### config.mk
export PLATFORM = sky130hd
export DESIGN_NAME = data_producer_flat
export DESIGN_NICKNAME = d
export VERILOG_FILES = /design/src/rtl/data_producer_if.sv /design/src/rtl/data_producer.sv /design/src/flat_wrapper.sv
export SDC_FILE = /design/constraint.sdc
export NUM_CORES = 1
export LEC_CHECK = 0
export BUFFER_PORTS_ARGS = -buffer_cell sky130_fd_sc_hd__buf_4
export CAP_MARGIN = 30
export CORE_MARGIN = 1.5
export CORE_UTILIZATION = 30
export DETAILED_ROUTE_END_ITERATION = 16
export MAX_ROUTING_LAYER = met4
export PLACE_DENSITY = 0.44
export REMOVE_ABC_BUFFERS = 1
export SYNTH_ARGS = -nofsm -noshare
export SYNTH_HDL_FRONTEND = slang
export SYNTH_SLANG_ARGS = --single-unit
### constraint.sdc
create_clock -name clk -period 5.1 [get_ports clk]
set_clock_uncertainty 0.05 [all_clocks]
set_input_delay 0.255 -clock clk [delete_from_list [all_inputs] [get_ports clk]]
set_output_delay 0.255 -clock clk [all_outputs]
set_load 0.05 [all_outputs]
### src/rtl/data_producer_if.sv
// -----------------------------------------------------------------------------
// data_producer_if
//   AXI-Stream transmit bundle driven by data_producer.
//
//   Parameter:
//     DW              data width in bits (32/64/128/256/512)
//
//   Signals:
//     AXIS_TX_TDATA   DW     payload
//     AXIS_TX_TKEEP   DW/8   byte enables
//     AXIS_TX_TUSER   1      start-of-packet marker
//     AXIS_TX_TLAST   1      last beat of packet
//     AXIS_TX_TVALID  1      beat valid
//     AXIS_TX_TREADY  1      downstream ready
//
//   Modports:
//     master  the packet source (drives data/valid, samples ready)
//     slave   the downstream sink
// -----------------------------------------------------------------------------
interface data_producer_if #(
    parameter int DW = 32
);
    logic [DW-1:0]   AXIS_TX_TDATA;
    logic [DW/8-1:0] AXIS_TX_TKEEP;
    logic            AXIS_TX_TUSER;
    logic            AXIS_TX_TLAST;
    logic            AXIS_TX_TVALID;
    logic            AXIS_TX_TREADY;

    modport master (
        output AXIS_TX_TDATA,
        output AXIS_TX_TKEEP,
        output AXIS_TX_TUSER,
        output AXIS_TX_TLAST,
        output AXIS_TX_TVALID,
        input  AXIS_TX_TREADY
    );

    modport slave (
        input  AXIS_TX_TDATA,
        input  AXIS_TX_TKEEP,
        input  AXIS_TX_TUSER,
        input  AXIS_TX_TLAST,
        input  AXIS_TX_TVALID,
        output AXIS_TX_TREADY
    );
endinterface

### src/rtl/data_producer.sv
// -----------------------------------------------------------------------------
// data_producer
//   Dummy AXI-Stream packet source. A start pulse launches packet_count
//   packets of packet_len bytes each. Payload is a 32-bit word replicated
//   across the bus; by default an incrementing beat counter, or with the
//   macro DATA_PRODUCER_PRBS_EN defined, a 32-bit Galois LFSR
//   (x^32+x^22+x^2+x+1, seeded 0xFFFFFFFF on start). Optional throttling
//   inserts NVALID_CYCLES idle clocks after every VALID_CYCLES accepted beats.
//
//   Parameters:
//     DW             data width (32/64/128/256/512)
//     VALID_CYCLES   accepted beats between throttle gaps
//     NVALID_CYCLES  gap length in clocks; 0 disables throttling
//
//   Ports:
//     clk            clock
//     resetn         synchronous, active-low reset
//     start          one-cycle command pulse (honoured only when idle)
//     packet_len     bytes per packet, sampled on start
//     packet_count   packets per command, sampled on start
//     busy           high while a command is executing
//     done           one-cycle pulse on command completion
//     axis_tx        AXI-Stream master (data_producer_if.master)
// -----------------------------------------------------------------------------
module data_producer #(
    parameter int DW            = 32,
    parameter int VALID_CYCLES  = 0,
    parameter int NVALID_CYCLES = 0
) (
    input  logic                   clk,
    input  logic                   resetn,
    input  logic                   start,
    input  logic [15:0]            packet_len,
    input  logic [31:0]            packet_count,
    output logic                   busy,
    output logic                   done,
    data_producer_if.master        axis_tx
);
    localparam int BPB     = DW / 8;
    localparam int BPB_LOG = $clog2(BPB);

    localparam logic [1:0] IDLE = 2'd0;
    localparam logic [1:0] SEND = 2'd1;
    localparam logic [1:0] GAP  = 2'd2;

`ifdef DATA_PRODUCER_PRBS_EN
    localparam logic [31:0] SEED = 32'hFFFF_FFFF;
`else
    localparam logic [31:0] SEED = 32'h0000_0000;
`endif

    logic [1:0]  state_reg,     state_next;
    logic [15:0] len_reg,       len_next;
    logic [31:0] count_reg,     count_next;
    logic [15:0] beat_reg,      beat_next;      // beat index inside current packet
    logic [31:0] pkt_reg,       pkt_next;       // packet index inside command
    logic [31:0] seq_reg,       seq_next;       // payload word for current beat
    logic [31:0] since_gap_reg, since_gap_next; // accepted beats since last gap
    logic [31:0] gap_cnt_reg,   gap_cnt_next;
    logic        done_reg,      done_next;

    logic        tvalid;
    logic        handshake;
    logic        last_beat;
    logic        final_pkt;
    logic [16:0] len_round;
    logic [16:0] beats_per_pkt;
    logic [BPB_LOG-1:0] rem;
    logic [31:0] seq_adv;
    logic [BPB-1:0] keep_bits;
    logic [DW-1:0]  data_bits;

    // TVALID falls combinationally with resetn so a reset never leaves a
    // dangling beat on the bus for the extra cycle a register would add.
    assign tvalid    = resetn & (state_reg == SEND);
    assign handshake = tvalid & axis_tx.AXIS_TX_TREADY;

    // Beat count is derived from the latched length; BPB is a power of two.
    assign len_round     = {1'b0, len_reg} + 17'(BPB - 1);
    assign beats_per_pkt = len_round >> BPB_LOG;
    assign last_beat     = ({1'b0, beat_reg} == (beats_per_pkt - 17'd1));
    assign final_pkt     = (pkt_reg == (count_reg - 32'd1));
    assign rem           = len_reg[BPB_LOG-1:0];

`ifdef DATA_PRODUCER_PRBS_EN
    // Right-shifting Galois form; tap mask bits 31,21,1,0 encode x^32,x^22,x^2,x.
    assign seq_adv = {1'b0, seq_reg[31:1]} ^ (seq_reg[0] ? 32'h8020_0003 : 32'h0);
`else
    assign seq_adv = seq_reg + 32'd1;
`endif

    always_comb begin
        state_next     = state_reg;
        len_next       = len_reg;
        count_next     = count_reg;
        beat_next      = beat_reg;
        pkt_next       = pkt_reg;
        seq_next       = seq_reg;
        since_gap_next = since_gap_reg;
        gap_cnt_next   = gap_cnt_reg;
        done_next      = 1'b0;

        case (state_reg)
            IDLE: begin
                // done_reg marks the completion cycle, where start is ignored.
                if (start && !done_reg) begin
                    len_next       = packet_len;
                    count_next     = packet_count;
                    beat_next      = 16'd0;
                    pkt_next       = 32'd0;
                    seq_next       = SEED;
                    since_gap_next = 32'd0;
                    gap_cnt_next   = 32'd0;
                    if (packet_len == 16'd0 || packet_count == 32'd0) begin
                        done_next = 1'b1;
                    end else begin
                        state_next = SEND;
                    end
                end
            end

            SEND: begin
                if (handshake) begin
                    seq_next       = seq_adv;
                    since_gap_next = since_gap_reg + 32'd1;
                    if (last_beat) begin
                        beat_next = 16'd0;
                        pkt_next  = pkt_reg + 32'd1;
                    end else begin
                        beat_next = beat_reg + 16'd1;
                    end

                    if (last_beat && final_pkt) begin
                        state_next = IDLE;
                        done_next  = 1'b1;
                    end else if ((NVALID_CYCLES != 0) &&
                                 ((since_gap_reg + 32'd1) >= 32'(VALID_CYCLES))) begin
                        state_next   = GAP;
                        gap_cnt_next = 32'd0;
                    end
                end
            end

            GAP: begin
                if (gap_cnt_reg == 32'(NVALID_CYCLES - 1)) begin
                    state_next     = SEND;
                    since_gap_next = 32'd0;
                end else begin
                    gap_cnt_next = gap_cnt_reg + 32'd1;
                end
            end

            default: begin
                state_next = IDLE;
            end
        endcase
    end

    always_ff @(posedge clk) begin
        if (!resetn) begin
            state_reg     <= IDLE;
            len_reg       <= 16'd0;
            count_reg     <= 32'd0;
            beat_reg      <= 16'd0;
            pkt_reg       <= 32'd0;
            seq_reg       <= 32'd0;
            since_gap_reg <= 32'd0;
            gap_cnt_reg   <= 32'd0;
            done_reg      <= 1'b0;
        end else begin
            state_reg     <= state_next;
            len_reg       <= len_next;
            count_reg     <= count_next;
            beat_reg      <= beat_next;
            pkt_reg       <= pkt_next;
            seq_reg       <= seq_next;
            since_gap_reg <= since_gap_next;
            gap_cnt_reg   <= gap_cnt_next;
            done_reg      <= done_next;
        end
    end

    // Per-lane keep and payload. Only the final beat of a packet is partial;
    // a zero remainder means that beat is full.
    genvar gi;
    generate
        for (gi = 0; gi < BPB; gi++) begin : g_lane
            assign keep_bits[gi] = !last_beat || (rem == '0) || (BPB_LOG'(gi) < rem);
            assign data_bits[8*gi +: 8] = keep_bits[gi] ? seq_reg[8*(gi % 4) +: 8] : 8'h00;
        end
    endgenerate

    // Payload outputs are zero whenever no beat is presented, which also
    // yields the reset values while resetn is low.
    assign axis_tx.AXIS_TX_TVALID = tvalid;
    assign axis_tx.AXIS_TX_TDATA  = tvalid ? data_bits : '0;
    assign axis_tx.AXIS_TX_TKEEP  = tvalid ? keep_bits : '0;
    assign axis_tx.AXIS_TX_TUSER  = tvalid & (beat_reg == 16'd0);
    assign axis_tx.AXIS_TX_TLAST  = tvalid & last_beat;

    assign busy = resetn & (state_reg != IDLE);
    assign done = resetn & done_reg;

endmodule

### src/flat_wrapper.sv
// flat-port wrapper written by rule: the top's interface ports become plain ports
module data_producer_flat 
#(
    parameter int DW            = 32,
    parameter int VALID_CYCLES  = 0,
    parameter int NVALID_CYCLES = 0
)
  (clk, resetn, start, packet_len, packet_count, busy, done, axis_tx_AXIS_TX_TDATA, axis_tx_AXIS_TX_TKEEP, axis_tx_AXIS_TX_TUSER, axis_tx_AXIS_TX_TLAST, axis_tx_AXIS_TX_TVALID, axis_tx_AXIS_TX_TREADY);
  data_producer_if #(.DW(DW)) axis_tx_i ();
  input  logic clk;
  input  logic resetn;
  input  logic start;
  input  logic [15:0] packet_len;
  input  logic [31:0] packet_count;
  output logic busy;
  output logic done;
  output wire logic [$bits(axis_tx_i.AXIS_TX_TDATA)-1:0] axis_tx_AXIS_TX_TDATA;
  output wire logic [$bits(axis_tx_i.AXIS_TX_TKEEP)-1:0] axis_tx_AXIS_TX_TKEEP;
  output wire logic [$bits(axis_tx_i.AXIS_TX_TUSER)-1:0] axis_tx_AXIS_TX_TUSER;
  output wire logic [$bits(axis_tx_i.AXIS_TX_TLAST)-1:0] axis_tx_AXIS_TX_TLAST;
  output wire logic [$bits(axis_tx_i.AXIS_TX_TVALID)-1:0] axis_tx_AXIS_TX_TVALID;
  input wire logic [$bits(axis_tx_i.AXIS_TX_TREADY)-1:0] axis_tx_AXIS_TX_TREADY;
  assign axis_tx_AXIS_TX_TDATA = axis_tx_i.AXIS_TX_TDATA;
  assign axis_tx_AXIS_TX_TKEEP = axis_tx_i.AXIS_TX_TKEEP;
  assign axis_tx_AXIS_TX_TUSER = axis_tx_i.AXIS_TX_TUSER;
  assign axis_tx_AXIS_TX_TLAST = axis_tx_i.AXIS_TX_TLAST;
  assign axis_tx_AXIS_TX_TVALID = axis_tx_i.AXIS_TX_TVALID;
  assign axis_tx_i.AXIS_TX_TREADY = axis_tx_AXIS_TX_TREADY;
  data_producer #(.DW(DW), .VALID_CYCLES(VALID_CYCLES), .NVALID_CYCLES(NVALID_CYCLES)) u_core (.clk(clk), .resetn(resetn), .start(start), .packet_len(packet_len), .packet_count(packet_count), .busy(busy), .done(done), .axis_tx(axis_tx_i));
endmodule
==> flow_summary.toml, run 1 <==
[min_path]
hold_depth = 3
worstHoldStart = "packet_count[26]"
hp-class = "primary input to flip-flop"
hold_end = "u_core.count_reg[26]"

[timing]
hold_slack_ns = 0.0354
maxSlewViolCount = 0
tightestPinTransition_ns = 0.854
fin_crit_ns = 4.66
rsz0062_at_grt = "false"
setup_viol = 0
setup_ws_ns = 0.444
finalHoldViolCount = 0
setup_tns_ns = 0
min_period_over_period_pct = 91.3
relSlewSlack_pct = 42.5
max_freq_mhz = 215

[worst_setup_path]
reg2reg_from = "u_core.len_reg[0]"
start_kind = "flip-flop"
crit_arrival_ns = 4.35
crit_type = "flip-flop to output pin"
ff2ff_path_depth = 12
reg2reg_to = "u_core.pkt_reg[15]"
crit_fanout = 13
crit_chain = "or3_1, nand2_1, ha_1, or4b_2, nor4_1, nor3_1, a211oi_2, nand2_1, nor4_2, buf_4, o21ai_1, and3_1, buf_4"
endpoint_kind = "output pin"
required_ns = 4.80
max_stage_delay_ns = 0.62
r2r_slack_ns = 0.76
crit_slowest_cell = "or4b_2"

[placement]
pre_cts_slack_ns = 0.671
numPortBuffers = 92
hpwl_mm = 18.2
placedCellCount = 1432
place.gp.congestion = 0.839

[synthesis]
synth_edf_count = 0
synth_warnings = 0
syn_inst = 1053
syn_avg_cell_area_sq_um = 7.81
synth_common_cells = "160 x nand2_1, 130 x dfxtp_1, 80 x xnor2_1, 78 x nor2_1, 50 x clkbuf_1"
synthTopCellsByArea = "dfxtp_1 32%, xnor2_1 8.5%, nand2_1 7.3%"
synth_ff_type = "dfxtp_1"
synth.distinct_cells = 78
synthesis.area_sq_mm = 0.00822
yosysTopAreaCellShare_pct = 31.6
synth_area_leader_cell = "dfxtp_1"
synth_seq_cells = 130
yosysMostFrequentCell = "nand2_1"
ys_async_sr_fraction_pct = 0
ys_seq_area_share_pct = 31.6

[route]
first_pass_iters = 5
wl_per_cell_um = 17.0
vias_per_cell = 5.20
wirelength_mm = 24.9
route.detailed.drc = 0
drt_iter0_markers = 435
vias = 7620
final_antenna_net_count = 0

[die]
dieArea_sq_mm = 0.0284
die_h_um = 169
die_w_um = 169
io_pins = 93
start_util_pct = 30.5
core_sq_mm = 0.0270
rows = 60

[final_layout]
fin_cells = 1464
nets = 1168
final_util_pct = 36.1
diodes = 0
area_delta_synth_final_pct = 18.2
drive_gt1_share_pct = 15.8

[grt]
grt_pass1_vias = 7204
grt_overflow = 0
grt_max_degree = 77
track_usage_pct = 18.6
grt_pass1_wl_mm = 40.2
antenna_found_initial = 0

[clocking]
clk_latency_ns = 0.44
cts_tree = "built"
post-cts-setup-buffer-count = 0
root_buffer = "clkbuf_16"
cts_buffer_depth = 2
clock_sinks = 130
cts_max_level = 4
numCtsBuffers = 17
hold_buffers = 0
path_clk_slew_ns = 0.07

[flow_run]
cap_violations = 0

[outcome]
outcome = "completed"

[power_and_ir_drop]
leakage_nw = 3.47
power_density_mw_per_mm2 = 274
vdd_drop_max_uv = 171
## power breakdown
| part | switching (mW) | leakage [nW] | internal [mW] |
|---|---|---|---|
| Clock | 0.522 | 0.251 | 0.623 |
| Sequential | 0.0463 | 1.05 | 1.04 |
| Combinational | 0.253 | 2.16 | 0.178 |
| Total | 0.821 | 3.47 | 1.84 |
## area by class of cell
type	count	area, sq um
inverter	23	86.3
clock buffer	17	425
fill	2872	17200
multi-input combinational	832	5270
sequential	130	2600
timing repair buffer	106	803
clock inverter	15	114
tap	341	427
## layout by cell type (no fill, tap or decap), types with 4 or more instances in the layout
master,netlist,routed
nand2_1,160,159
dfxtp_1,130,130
buf_4,3,105
xnor2_1,80,80
nor2_1,78,78
a21boi_0,48,48
nand3_1,42,42
nor3_1,39,39
nor4_1,40,39
and3_1,36,36
xor2_1,32,32
o21ai_0,32,30
and2_1,29,29
nand4_1,27,27
inv_1,23,23
a21oi_1,19,19
clkbuf_16,0,17
mux2i_1,13,13
or3_1,12,12
a31oi_1,10,10
nor4_2,9,10
or4_1,9,9
and4_1,7,7
nand3b_1,6,6
ha_1,6,6
clkinv_4,0,6
nor2b_1,5,5
a211oi_1,6,5
nor4b_1,5,5
or2_2,5,5
a22o_1,5,5
clkinvlp_4,0,5
nand2b_1,4,4
o21a_1,4,4
## worst max-delay path: cells and delay by family, from the launching register on
family,cells,cell delay (ns)
and+or+nand+nor,8,2.17
AOI/OAI and AO/OA,2,0.53
buffers and inverters,2,0.44
DFF,1,0.42
adders and majority gates,1,0.36
## routing by layer
layer	vias to the layer above	routed length [um]	GRT usage, %	part of all wire [%]
met5	-	0	-	0
met4	0	389	5.47	1.6
met3	28	913	3.20	3.7
met2	157	10800	27.2	43
met1	3572	12800	26.1	52
li1	3863	-	-	-
## worst max path at each step
stage	startpoint	endpoint	slack [ns]	depth (start not counted)
2_1_floorplan	u_core.len_reg[0]	axis_tx_AXIS_TX_TDATA[10]	-0.02	11
3_3_place_gp	u_core.len_reg[0]	axis_tx_AXIS_TX_TDATA[31]	0.76	13
3_5_place_dp	u_core.len_reg[0]	axis_tx_AXIS_TX_TDATA[31]	0.67	13
4_1_cts	u_core.len_reg[0]	axis_tx_AXIS_TX_TDATA[29]	0.18	13
5_1_grt	u_core.len_reg[0]	axis_tx_AXIS_TX_TDATA[25]	0.03	13
6_report	u_core.len_reg[0]	axis_tx_AXIS_TX_TDATA[29]	0.44	13
## per-stage QoR
| stage | total power [mW] | instance area [sq um] |
|---|---|---|
| after floorplan | 1.38 | 7940 |
| after global placement | 1.54 | 9160 |
| after detailed placement | 1.54 | 9180 |
| after CTS | 2.69 | 9720 |
| after global routing | 2.79 | 9720 |
| final | 2.66 | 9720 |
## cell families (layout without fill, tap and decap cells)
kind of cell | after synthesis | after routing | share of synthesized area, %
compound gates | 159 | 159 | 13.8
xor+xnor | 112 | 112 | 11.9
fa+ha+maj | 6 | 6 | 0.913
buf+inv | 91 | 161 | 4.56
flops | 130 | 130 | 31.6
mux | 15 | 15 | 1.86
simple gates | 540 | 540 | 35.3
## timing repair
item	in CTS	in global routing
setup endpoints to repair	0	26
hold endpoints to repair	0	0
resized for setup	0	3
Power figures use the tool's default switching activity.
==> run 2, diff against run 1 <==
CORE_UTILIZATION = 60   (was 30)
MAX_ROUTING_LAYER = unset   (was met4)
PLACE_DENSITY = 0.79   (was 0.44)
==> run 2 against run 1 <==
  * Combinational power decreased by 2%
  * Critical path depth unchanged
  * Power increased by 0.84%
  * Register-to-register slack about the same
  * Non-clock buffer count decreased by 5
  * Flip-flop and latch count unchanged
  * Sequential power about the same
  * Fmax decreased by 0.53%
  * Largest power group unchanged
  * Highest routed layer unchanged
==> flow_summary.toml, run 2 (synthesis results as in run 1) <==
[worst_setup_path]
crit_type = "flip-flop to output pin"
max_stage_delay_ns = 0.62
endpoint_kind = "output pin"
crit_slowest_cell = "or4b_2"
worst_path_most_repeated_cell = "buf_4"
crit_arrival_ns = 4.38
crit_chain = "o21ai_1, xor2_1, ha_1, or4b_2, nor4_1, nor3_1, a211oi_2, nand2_1, nor4_4, buf_4, a21oi_1, and2_1, buf_4"
required_ns = 4.80
crit_fanout = 10
start_kind = "flip-flop"

[grt]
antenna_found_initial = 0
grt_overflow = 0
track_usage_pct = 30.4
grt_pass1_wl_mm = 35.2
grt_pass1_vias = 7126
grt_max_degree = 77

[clocking]
post-cts-setup-buffer-count = 0
root_buffer = "clkbuf_16"
cts_buffer_depth = 2
numCtsBuffers = 17
cts_max_level = 4
cts_tree = "built"
clock_sinks = 130
path_clk_slew_ns = 0.06
clk_latency_ns = 0.43

[placement]
hpwl_mm = 14.9
numPortBuffers = 92
placedCellCount = 1261
place.gp.congestion = 0.909

[final_layout]
nets = 1163
final_common_cell = "nand2_1"
fin_cells = 1294
diodes = 0
drive_gt1_share_pct = 15.2
area_delta_synth_final_pct = 15.7
final_cell_mix = "160 x nand2_1, 130 x dfxtp_1, 100 x buf_4"

[die]
die_w_um = 120
dieArea_sq_mm = 0.0144
core_sq_mm = 0.0133
rows = 42
die_h_um = 120
io_pins = 93
start_util_pct = 61.9

[power_and_ir_drop]
power_mw = 2.68
power_frac_clock_pct = 43.8
leakage_nw = 3.46
sw_frac_of_total_pct = 29.0
switchingPower_mw = 0.779
intPower_mw = 1.90
power_density_mw_per_mm2 = 282
combPwrFrac_pct = 15.7
p_seq_share_pct = 40.4
vdd_drop_max_uv = 262

[route]
first_pass_iters = 5
drt_iter0_markers = 687
final_antenna_net_count = 0
wirelength_mm = 21.3
route.detailed.drc = 0
vias_per_cell = 6.06
wl_per_cell_um = 16.5
vias = 7846

[timing]
relSlewSlack_pct = 37.8
min_period_over_period_pct = 91.8
setup_viol = 0
finalHoldViolCount = 0
rsz0062_at_grt = "false"
max_freq_mhz = 214
maxSlewViolCount = 0
setup_tns_ns = 0
tightestPinTransition_ns = 0.929
hold_slack_ns = 0.0467
fin_crit_ns = 4.68

[flow_run]
cap_violations = 0

[outcome]
outcome = "completed"

[min_path]
hp-class = "primary input to flip-flop"
run 2: worst max-delay path: cells and delay by family, from the launching register on:
family	cells	cell delay [ns]
AO/OA/AOI/OAI	3	0.79
XOR/XNOR	1	0.21
adder cells (fa/ha/maj)	1	0.39
buffers and inverters	2	0.43
flip-flops	1	0.41
AND/OR/NAND/NOR	6	1.69
run 2: what timing repair did:
item | in CTS | in global routing
hold buffers | 0 | 0
gates resized for setup | 0 | 4
setup endpoints to repair | 0 | 27
run 2: per-stage QoR:
stage	utilization, %	instance area, sq um	setup WS [ns]
CTS	71.4	9490	0.153
global route	71.6	9520	0.0400
finish	71.6	9520	0.420
global placement	67.1	8920	0.879
floorplan	-	7940	-0.0181
detailed placement	67.1	8920	0.688
run 2: worst paths after layout:
| check | cells after the start | end | startpoint | slack, ns |
|---|---|---|---|---|
| min | 3 | u_core.count_reg[27] | packet_count[27] | 0.05 |
| max reg2reg | 13 | u_core.pkt_reg[12] | u_core.len_reg[1] | 0.75 |
| max | 13 | axis_tx_AXIS_TX_TDATA[20] | u_core.len_reg[1] | 0.42 |
| min reg2reg | 2 | u_core.count_reg[31] | u_core.count_reg[31] | 0.43 |
run 2: routing by layer:
layer  up-vias  part of all wire (%)  GRT usage, %
met4         0                   2.1          10.8
li1       3847                     -             -
met1      3659                    46          41.1
met5         -                     0             0
met3        35                   7.9          7.27
met2       305                    44          47.4
run 2: cell type report:
| class | count | area [sq um] |
|---|---|---|
| multi-input combinational | 832 | 5270 |
| tap | 176 | 220 |
| timing repair buffer | 101 | 766 |
| fill | 1136 | 3780 |
| clock inverter | 13 | 128 |
| clock buffer | 19 | 443 |
| inverter | 23 | 86.3 |
| sequential | 130 | 2600 |
run 2: power by group through the flow:
stage	Clock [mW]	Combinational, mW	Sequential [mW]
after detailed placement	0	0.410	1.11
after global placement	0	0.402	1.10
after global routing	1.24	0.464	1.09
final	1.18	0.422	1.09
after CTS	1.19	0.415	1.08
after floorplan	0	0.286	1.09
==> run 3, diff against run 2 <==
CORE_ASPECT_RATIO = 1.25   (was unset)
CORE_UTILIZATION = 65   (was 60)
CTS_BUF_LIST = sky130_fd_sc_hd__clkbuf_8   (was unset)
PLACE_DENSITY = 0.84   (was 0.79)
clock period = 5.55 ns   (was 5.1 ns; I/O delays follow)
==> run 3 against run 2 <==
  * Non-clock buffer count is 3 lower
  * Critical path depth is 1 lower
  * Register-to-register slack better by 0.10 ns
  * Clock power is 14% lower
  * Final cell count is 1.2% lower
  * Combinational power is 10% lower
  * Routed wire length is 0.54% lower
  * Die area is 7.5% lower
  * Worst setup slack better by 0.082 ns
  * Flip-flop and latch count stayed put
  * Critical endpoint is now axis_tx_AXIS_TX_TDATA[26]
  * Largest cell class unchanged
==> flow_summary.toml, run 3 (synthesis results as in run 1) <==
[timing]
rsz0062_at_grt = "false"
setup_tns_ns = 0
hold_slack_ns = 0.0299
finalHoldViolCount = 0
fin_crit_ns = 5.05
tightestPinTransition_ns = 1.01
max_freq_mhz = 198
relSlewSlack_pct = 32.2
min_period_over_period_pct = 91.0
setup_viol = 0
maxSlewViolCount = 0

[min_path]
hp-class = "primary input to flip-flop"
hold_depth = 3
worstHoldStart = "packet_len[9]"

[worst_setup_path]
crit_slowest_cell = "or4b_2"
endpoint = "axis_tx_AXIS_TX_TDATA[26]"
crit_buf_inv = 1
cpLargestDelayFamily = "simple AND/OR/NAND/NOR gates"
max_stage_delay_ns = 0.61
reg2reg_to = "u_core.pkt_reg[15]"
path_depth = 12
startpoint = "u_core.len_reg[0]"
r2r_slack_ns = 0.85
crit_arrival_ns = 4.72
crit_type = "flip-flop to output pin"
crit_fanout = 10
start_kind = "flip-flop"
worst_path_most_repeated_cell = "o21ai_0"
crit_chain = "o21ai_0, xor2_1, ha_1, or4b_2, nor4_1, nor3_1, a211oi_2, nand2_1, nor4_2, o21ai_0, and3_1, buf_4"
required_ns = 5.22
endpoint_kind = "output pin"
reg2reg_from = "u_core.len_reg[0]"
ff2ff_path_depth = 12

[outcome]
outcome = "completed"

[route]
final_antenna_net_count = 0
first_pass_iters = 5
wirelength_mm = 21.2
drt_iter0_markers = 433
wl_per_cell_um = 16.6
route.detailed.drc = 0
met2_length_mm = 10.6
wl_met1_mm = 8.67
wl_met3_mm = 1.13
top_layer = "met4"
vias = 7804
vias_per_cell = 6.10

[clocking]
clock_sinks = 130
cts_buffer_depth = 2
clk_latency_ns = 0.46
cts_resized = 0
cts_max_level = 4
hold_buffers = 0
root_buffer = "clkbuf_8"
path_clk_slew_ns = 0.08
numCtsBuffers = 17
post-cts-setup-buffer-count = 0
cts_tree = "built"

[die]
die_h_um = 129
dieArea_sq_mm = 0.0133
start_util_pct = 67.3
die_w_um = 104
rows = 45
core_sq_mm = 0.0122
io_pins = 93

[grt]
track_usage_pct = 32.1
grt_max_degree = 78
grt_overflow = 0
grt_pass1_wl_mm = 34.8
antenna_found_initial = 0
grt_pass1_vias = 7249

[final_layout]
final_util_pct = 76.8
final_cell_mix = "160 x nand2_1, 130 x dfxtp_1, 98 x buf_4"
diodes = 0
nets = 1160
final_common_cell = "nand2_1"
drive_gt1_share_pct = 15.0
area_delta_synth_final_pct = 14.1
num-fill-cells = 952
fin_cells = 1279

[power_and_ir_drop]
leakage_nw = 3.41
power_density_mw_per_mm2 = 254
vdd_drop_max_uv = 239

[placement]
hpwl_mm = 14.9
place.gp.congestion = 0.875
placedCellCount = 1247
numPortBuffers = 92

[flow_run]
cap_violations = 0
[run 3: cell count changes in the layout (fill, tap and decap cells not counted), moves of 2 or more]
cell / previous run / this run
inv_6: 4 / 1
clkinv_4: 4 / 0
clkinv_2: 1 / 4
o21ai_1: 2 / 0
clkbuf_16: 17 / 0
clkbuf_8: 1 / 17
o21ai_0: 30 / 32
bufinv_16: 1 / 7
buf_4: 100 / 98
[run 3: per-stage QoR]
| step | power (mW) | instance area, sq um | worst slack [ns] |
|---|---|---|---|
| after detailed placement | 1.39 | 8890 | 0.915 |
| final | 2.39 | 9380 | 0.502 |
| after global placement | 1.38 | 8890 | 0.993 |
| after global routing | 2.48 | 9380 | 0.115 |
| after floorplan | 1.27 | 7940 | 0.409 |
| after CTS | 2.39 | 9380 | 0.561 |
[run 3: area by class of cell]
class | instances | area [sq um] | share of cell area (%)
multi-input combinational | 832 | 5260 | 56.0
sequential | 130 | 2600 | 27.7
timing repair buffer | 98 | 736 | 7.84
clock inverter | 15 | 262 | 2.79
clock buffer | 17 | 234 | 2.49
tap | 164 | 205 | 2.19
inverter | 23 | 86.3 | 0.920
[run 3: tightest hold or removal path, delay by kind of cell]
| kind | cells | cell delay (ns) |
|---|---|---|
| buffers and inverters | 1 | 0.11 |
| AOI/OAI and AO/OA | 1 | 0.06 |
| and+or+nand+nor | 1 | 0.04 |
[run 3: how the worst min path moves through the flow]
stage / to / slack, ns
finish: u_core.len_reg[9] / 0.03
global placement: u_core.count_reg[31] / 0.42
global route: u_core.count_reg[25] / 0.02
CTS: u_core.count_reg[30] / 0.02
floorplan: u_core.pkt_reg[0] / 0.35
detailed placement: u_core.count_reg[31] / 0.42
[run 3: routing by layer]
metal / track usage, % / vias to the layer above
met2: 56.6 / 230
met3: 6.38 / 57
met4: 17.8 / 0
met5: 0 / -
met1: 36.6 / 3694
li1: - / 3823
[run 3: report_power, final]
group | internal (mW) | switching, mW
clock | 0.622 | 0.389
sequential | 0.955 | 0.0415
combinational | 0.157 | 0.222
total | 1.73 | 0.652
